`src/rtl/soc_cpu_mul_pkg.sv`:
```
// Shared types and widths for the sequential 32x32 multiply sequencer.
// Used by soc_cpu_4_mul_seq.
package soc_cpu_mul_pkg;

    localparam int DATA_W = 32;
    localparam int HALF_W = 16;

    typedef enum logic [2:0] {
        ST_IDLE = 3'd0,
        ST_P0   = 3'd1,
        ST_P1   = 3'd2,
        ST_P2   = 3'd3,
        ST_DONE = 3'd4
    } mul_state_t;

    // Recombine the two partial products: lo + (hi << 16), truncated to 32 bits.
    function automatic logic [DATA_W-1:0] mul_combine(
        input logic [DATA_W-1:0] part_lo,
        input logic [DATA_W-1:0] part_hi
    );
        return part_lo + (part_hi << HALF_W);
    endfunction

endpackage

```
`src/rtl/soc_cpu_4_mul_seq.sv`:
```
// Sequencer computing (A*B) mod 2^32 with an external 32x16 mult cell, in two half-word passes.
// Optional macro SOC_CPU_MUL_SEQ_SKIP_EN: skip the high pass when B[31:16] is zero.
module soc_cpu_4_mul_seq
    import soc_cpu_mul_pkg::*;
(
    input  logic              clk,
    input  logic              reset_n,
    input  logic              req_valid,
    output logic              req_ready,
    input  logic [DATA_W-1:0] req_src1,
    input  logic [DATA_W-1:0] req_src2,
    output logic [DATA_W-1:0] M_mul_src1,
    output logic [DATA_W-1:0] M_mul_src2,
    input  logic [DATA_W-1:0] M_mul_cell_result,
    output logic              rsp_valid,
    input  logic              rsp_ready,
    output logic [DATA_W-1:0] rsp_result,
    output logic              busy
);

    mul_state_t        state;
    logic [DATA_W-1:0] op_a;
    logic [DATA_W-1:0] op_b;
    logic [DATA_W-1:0] r0;
    logic              skip_hi;

`ifdef SOC_CPU_MUL_SEQ_SKIP_EN
    assign skip_hi = (op_b[DATA_W-1:HALF_W] == '0);
`else
    assign skip_hi = 1'b0;
`endif

    // Operand mux to the mult cell; idle cycles present zeros so the cell stays quiet.
    always_comb begin
        M_mul_src1 = '0;
        M_mul_src2 = '0;
        case (state)
            ST_P0: begin
                M_mul_src1 = op_a;
                M_mul_src2 = {{HALF_W{1'b0}}, op_b[HALF_W-1:0]};
            end
            ST_P1: begin
                M_mul_src1 = op_a;
                M_mul_src2 = {{HALF_W{1'b0}}, op_b[DATA_W-1:HALF_W]};
            end
            default: begin
                M_mul_src1 = '0;
                M_mul_src2 = '0;
            end
        endcase
    end

    // req_ready and busy are registered so they read 0 throughout reset and
    // req_ready comes up on the first edge after reset_n is released.
    always_ff @(posedge clk or negedge reset_n) begin
        if (!reset_n) begin
            state      <= ST_IDLE;
            req_ready  <= 1'b0;
            busy       <= 1'b0;
            rsp_valid  <= 1'b0;
            rsp_result <= '0;
            op_a       <= '0;
            op_b       <= '0;
            r0         <= '0;
        end else begin
            case (state)
                ST_IDLE: begin
                    if (req_valid && req_ready) begin
                        op_a      <= req_src1;
                        op_b      <= req_src2;
                        req_ready <= 1'b0;
                        busy      <= 1'b1;
                        state     <= ST_P0;
                    end else begin
                        req_ready <= 1'b1;
                        busy      <= 1'b0;
                    end
                end
                ST_P0: begin
                    state <= ST_P1;
                end
                ST_P1: begin
                    // The cell now returns the low-half partial product.
                    if (skip_hi) begin
                        rsp_result <= M_mul_cell_result;
                        rsp_valid  <= 1'b1;
                        state      <= ST_DONE;
                    end else begin
                        r0    <= M_mul_cell_result;
                        state <= ST_P2;
                    end
                end
                ST_P2: begin
                    rsp_result <= mul_combine(r0, M_mul_cell_result);
                    rsp_valid  <= 1'b1;
                    state      <= ST_DONE;
                end
                ST_DONE: begin
                    if (rsp_ready) begin
                        rsp_valid <= 1'b0;
                        busy      <= 1'b0;
                        req_ready <= 1'b1;
                        state     <= ST_IDLE;
                    end
                end
                default: begin
                    rsp_valid <= 1'b0;
                    busy      <= 1'b0;
                    req_ready <= 1'b0;
                    state     <= ST_IDLE;
                end
            endcase
        end
    end

endmodule

```
`config.mk`:
```
export PLATFORM = sky130hd
export DESIGN_NAME = soc_cpu_4_mul_seq
export DESIGN_NICKNAME = d
export VERILOG_FILES = /design/src/rtl/soc_cpu_mul_pkg.sv /design/src/rtl/soc_cpu_4_mul_seq.sv
export SDC_FILE = /design/constraint.sdc
export NUM_CORES = 1
export LEC_CHECK = 0
export CAP_MARGIN = 20
export CORE_UTILIZATION = 60
export CTS_CLUSTER_DIAMETER = 200
export CTS_CLUSTER_SIZE = 28
export DETAILED_ROUTE_END_ITERATION = 10
export DONT_BUFFER_PORTS = 1
export HOLD_SLACK_MARGIN = 0.15
export PLACE_DENSITY_LB_ADDON = 0.1
export RECOVER_POWER = 50
export SYNTH_ARGS = -nofsm -noshare
export SYNTH_HDL_FRONTEND = slang
export SYNTH_SLANG_ARGS = --single-unit
```
`constraint.sdc`:
```
create_clock -name clk -period 5.6 [get_ports clk]
set_input_delay 1.12 -clock clk [delete_from_list [all_inputs] [get_ports clk]]
set_output_delay 1.12 -clock clk [all_outputs]
set_load 0.005 [all_outputs]
```
== After elaboration in Yosys (flattened, before gate mapping) ==
Cells that the tools add are included.

* Output and inout bits: 99
* Input port bits: 100
* Logic and storage cells: 38
* Register bits: 134

* Reduce and logical (&&, ||, !) cells: 9
* Bitwise operators: 2
* Add/subtract/negate cells: 1
* Equal/unequal tests: 6
* Multiplexer cells: 12

{| class="wikitable"
|+ Operators by type and width
! cell !! number
|-
| 32-bit adder || 1
|-
| 32-bit two-way mux || 1
|-
| 16-bit case mux with 2 select lines || 1
|-
| 3-bit case mux with 5 select lines || 1
|-
| 1-bit case mux with 3 select lines || 3
|-
| 2-bit AND reduction || 4
|-
| 3-bit by 2-bit equality test with 1-bit output, second input constant || 2
|-
| 3-bit two-way mux || 2
|-
| 3-bit OR reduction || 2
|-
| 1-bit two-way mux || 4
|-
| 2-bit != test, second input constant || 2
|-
| 3-bit by 1-bit equality test with 1-bit output, second input constant || 1
|-
| 3-bit equality test, second input constant || 1
|-
| 3-bit zero test || 1
|-
| 1-bit NOT || 2
|-
| 2-bit OR reduction || 1
|-
| 1-bit logical AND || 1
|}

== Logic depth before layout (Yosys ltp) ==
* Word-level depth: 4
* Gate-level depth with buffers: 7
* Gate-level depth less buffers: 7

== Worst setup path before layout ==
Ideal clock, no wire load.

* Path type: in2reg
* From: input M_mul_cell_result[0]
* To: register rsp_result[30]
* Arrival time: 2.523 ns
* Stages on the path: 7
* Path slack: 2.957 ns
* Required time: 5.480 ns
* Path buffers: 0
* Library setup time: 0.120 ns
* Path through: ha_1 fa_1 a21oi_1 o211ai_2 nand3_1 nand4_1 a31o_2

* Longest elaborated chain between the ends: 1

{| class="wikitable"
|+ RTL lines
! what !! RTL line !! source
|-
| from (decl) || soc_cpu_4_mul_seq.sv:14 || <nowiki>input logic [DATA_W-1:0] M_mul_cell_result,</nowiki>
|-
| 32-bit adder || soc_cpu_mul_pkg.sv:21 || <nowiki>return part_lo + (part_hi << HALF_W);</nowiki>
|-
| to (signal assigned) || soc_cpu_4_mul_seq.sv:85 || <nowiki>rsp_result <= M_mul_cell_result;</nowiki>
|-
| to (signal assigned) || soc_cpu_4_mul_seq.sv:94 || <nowiki>rsp_result <= mul_combine(r0, M_mul_cell_result);</nowiki>
|-
| to (decl) || soc_cpu_4_mul_seq.sv:17 || <nowiki>output logic [DATA_W-1:0] rsp_result,</nowiki>
|}

No other way between the ends.
A chain may end at the register's enable or synchronous reset.

== Worst setup path after layout ==
* From: register state[2]
* To: output M_mul_src1[19]

* Longest elaborated chain between the ends: 3
* Elaborated cells on any way between the ends: 4
* Those cells by class: eq/ne (2); mux (1); reduce/logical (1)

{| class="wikitable"
|+ RTL lines
! what !! RTL line !! source
|-
| from (decl) || soc_cpu_4_mul_seq.sv:21 || <nowiki>mul_state_t state;</nowiki>
|-
| from (signal assigned) || soc_cpu_4_mul_seq.sv:57 || <nowiki>state <= ST_IDLE;</nowiki>
|-
| from (signal assigned) || soc_cpu_4_mul_seq.sv:73 || <nowiki>state <= ST_P0;</nowiki>
|-
| from (signal assigned) || soc_cpu_4_mul_seq.sv:80 || <nowiki>state <= ST_P1;</nowiki>
|-
| 3-bit by 2-bit equality test with 1-bit output or 3-bit by 1-bit equality test with 1-bit output (tied branches) || soc_cpu_4_mul_seq.sv:37 || <nowiki>case (state)</nowiki>
|-
| 2-bit OR reduction (no line) (*) || n/a ||
|-
| 32-bit two-way mux (*) || soc_cpu_4_mul_seq.sv:37 ||
|-
| to (decl) || soc_cpu_4_mul_seq.sv:12 || <nowiki>output logic [DATA_W-1:0] M_mul_src1,</nowiki>
|}

Mark *: on every way between the ends. The rest lies on a longest branch, timed or not.

==> impl_results.md <==
* Grt total ovfl at 0
* Worst slew pin tran at 1.29 ns
* Area growth syn-to-layout at 9.38%
* Sequential Area at 3350 um^2
* Run status: complete, no violations
* Initial Util at 61.6%
* Core Rows at 37
* Tcrit/Tclk final at 63.2%
* Largest net degree at the start of global routing at 135
* Final TNS setup at 0 ns
* HP Class: input pin to asynchronous set/reset pin
* Drt total wl at 12.8 mm
* Cell count after synthesis at 538
* CP Launch Point: state[2]
* Ports at 199
* Placed cells at 648
* GRT Util Overall at 25.5%
* Sw Pwr at 1550 uW
* Final Critical Period at 3.54 ns
* Sw Share at 34.4%
* Final Slew Violations at 0
* Logic gate share of total power at 36.6%
* CP Launch Type: register
* Req. time, crit path at 4.48 ns
* Peak VDD IR at 0.000377 V
* Initial antenna violation count at 0
* Worst rel slew slack at 13.7%
* # DRC at 0
* Yosys warns at 0
* Clk root buf: clkbuf_8
* Final setup vio count at 0
* RSZ-0062 raised after global routing: no
* Clk_skew at 0.00673 ns
* Core ar. at 10300 um^2
* Worst-path clk slew at 0.06 ns
* 1st-pass router iterations at 4
* Final Non-Filler Cells at 680
* Lkg Pwr at 0.00308 uW
* Die extent in y at 105 um
* Share of layout cells above drive strength 1 at 17.8%
* Fin util at 67.4%
* Cts hold-fix bufs at 0
* Sequential Power Share at 39.1%
* HPWL after detailed placement at 8.84 mm
* Antenna Nets Post-Route at 0
* Syn Area/Cell at 11.8 um^2
* Syn Std Cell Area at 6330 um^2
* Most frequent cells in the layout: dfrtp_1 (134), nand2_1 (75), mux2_2 (54), mux2_1 (42), nor2b_1 (32)
* Fin area at 6930 um^2
* Register area share after synthesis at 52.9%
* Pwr Density at 650 nW/um^2
* Global-route wire length before repair at 21.4 mm
* Critical path class: register to primary output
* Via/cell ratio at 5.89
* TritonCTS clock tree: done
* Synth Flop Type: dfrtp_1
* NumNets Final at 648
* EDFF count, synth at 0
* Clock tree buffer depth at 2
* CTS resizes at 0
* Fillers at 766
* # Post-CTS Setup Buffers at 0
* CTS Buf Count at 17
* Final Power at 4500 uW
* Die span in x at 105 um
* Total number of vias at 4008
* Achievable frequency at 0.283 GHz
* Hold Fails Final Rpt at 0
* Post-synthesis register bit count at 134
* Clk pwr share at 24.3%
* Critical Path AT at 2.42 ns
* Crit. End Element: primary output
* H-Tree Depth at 4
* Worst skew pair latency at 0.53 ns
* Number of clock sinks at 134
* Vias in the first global route at 4154
* Antenna Cells at 0
* Area of the multi-input gates at 2730 um^2
* Most common cell after layout, fill and taps aside: dfrtp_1
* IO Port Bufs at 0
* WL/cell at 18.8 um
* RePlAce Congestion at 0.894
* Initial DRC count at 205
* RR Startpoint: state[2]
* Die ar. at 11000 um^2
* Synth cell types at 54
* Placed cell areas at 6350 um^2
* FFs w/ async S/R, synth at 100%
* Worst-path fanout max at 24
* P_int at 2950 uW
* Max_cap viols at 0
## kinds of logic (layout without fill, tap and decap cells)
kind of cell,count (synthesis),count (layout),synth area share (%)
flip-flops,134,134,52.9
AND/OR/NAND/NOR,154,154,12.1
multiplexers,96,96,17.1
other,1,16,0.0592
AO/OA/AOI/OAI,77,77,8.57
buffers and inverters,52,43,4.84
XOR/XNOR,8,8,1.11
adder cells (fa/ha/maj),16,16,3.28
## sequential cells by signal, summed over array words and instances, names as in the netlist
name / cells
busy: 1
op_a: 32
op_b: 32
r0: 32
req_ready: 1
rsp_result: 32
rsp_valid: 1
state: 3
## per-layer routing
| metal | share of wire, % | GRT usage [%] |
|---|---|---|
| met1 | 41 | 31.5 |
| met2 | 48 | 39.4 |
| met3 | 9.0 | 10.6 |
| met4 | 1.7 | 11.6 |
| met5 | 0 | 0 |
## cells in the mapped netlist, types with 4 or more instances
library cell / count / area share (%)
a21oi_1: 19 / 1.5
nand2_1: 75 / 4.4
xor2_1: 5 / 0.69
buf_2: 11 / 0.87
nor2b_1: 32 / 3.2
dfrtp_1: 134 / 53
o31ai_1: 4 / 0.47
nor3_1: 7 / 0.55
mux2_1: 42 / 7.5
ha_1: 15 / 3.0
o21ai_0: 13 / 1.0
a22o_1: 16 / 2.2
buf_4: 20 / 2.4
mux2_2: 54 / 9.6
nor2_1: 8 / 0.47
inv_1: 6 / 0.36
clkbuf_1: 9 / 0.53
nand3_1: 9 / 0.71
## layout make-up
class                      count  share of cell area, %
clock buffer                  21                   6.63
clock inverter                10                   1.84
inverter                       7                  0.379
multi-input combinational    367                   39.3
sequential                   134                   48.4
tap                          136                   2.46
timing repair buffer           5                  0.957
## critical path, stage by stage, from the launching register on
cell and delay (ns):
dfrtp_1 0.48, nor3b_4 0.69, nor2_2 0.29, buf_16 0.24, nor2b_1 0.18
## power by group through the flow
stage	clock network (uW)	logic, uW	registers (uW)
final	1090	1650	1760
after global placement	0	1560	1760
after global routing	1160	1840	1830
after CTS	1120	1660	1770
after floorplan	0	1390	1670
after detailed placement	0	1650	1780
## worst paths after layout
kind	endpoint	slack (ns)	cells past startpoint
max	M_mul_src1[19]	2.06	4
min in group clk	rsp_result[5]	0.46	2
min reg2reg	rsp_result[5]	0.46	2
min	rsp_result[3]	0.28	0
max in group asynchronous	op_a[7]	5.07	0
max reg2reg	rsp_result[25]	2.78	5
## per-stage QoR
stage,hold WS [ns],setup slack [ns]
after floorplan,0.435,2.96
after global placement,0.444,2.48
after detailed placement,0.451,2.51
after CTS,0.251,1.94
after global routing,0.252,1.89
final,0.282,2.06
(Power assumes the default switching activity.)
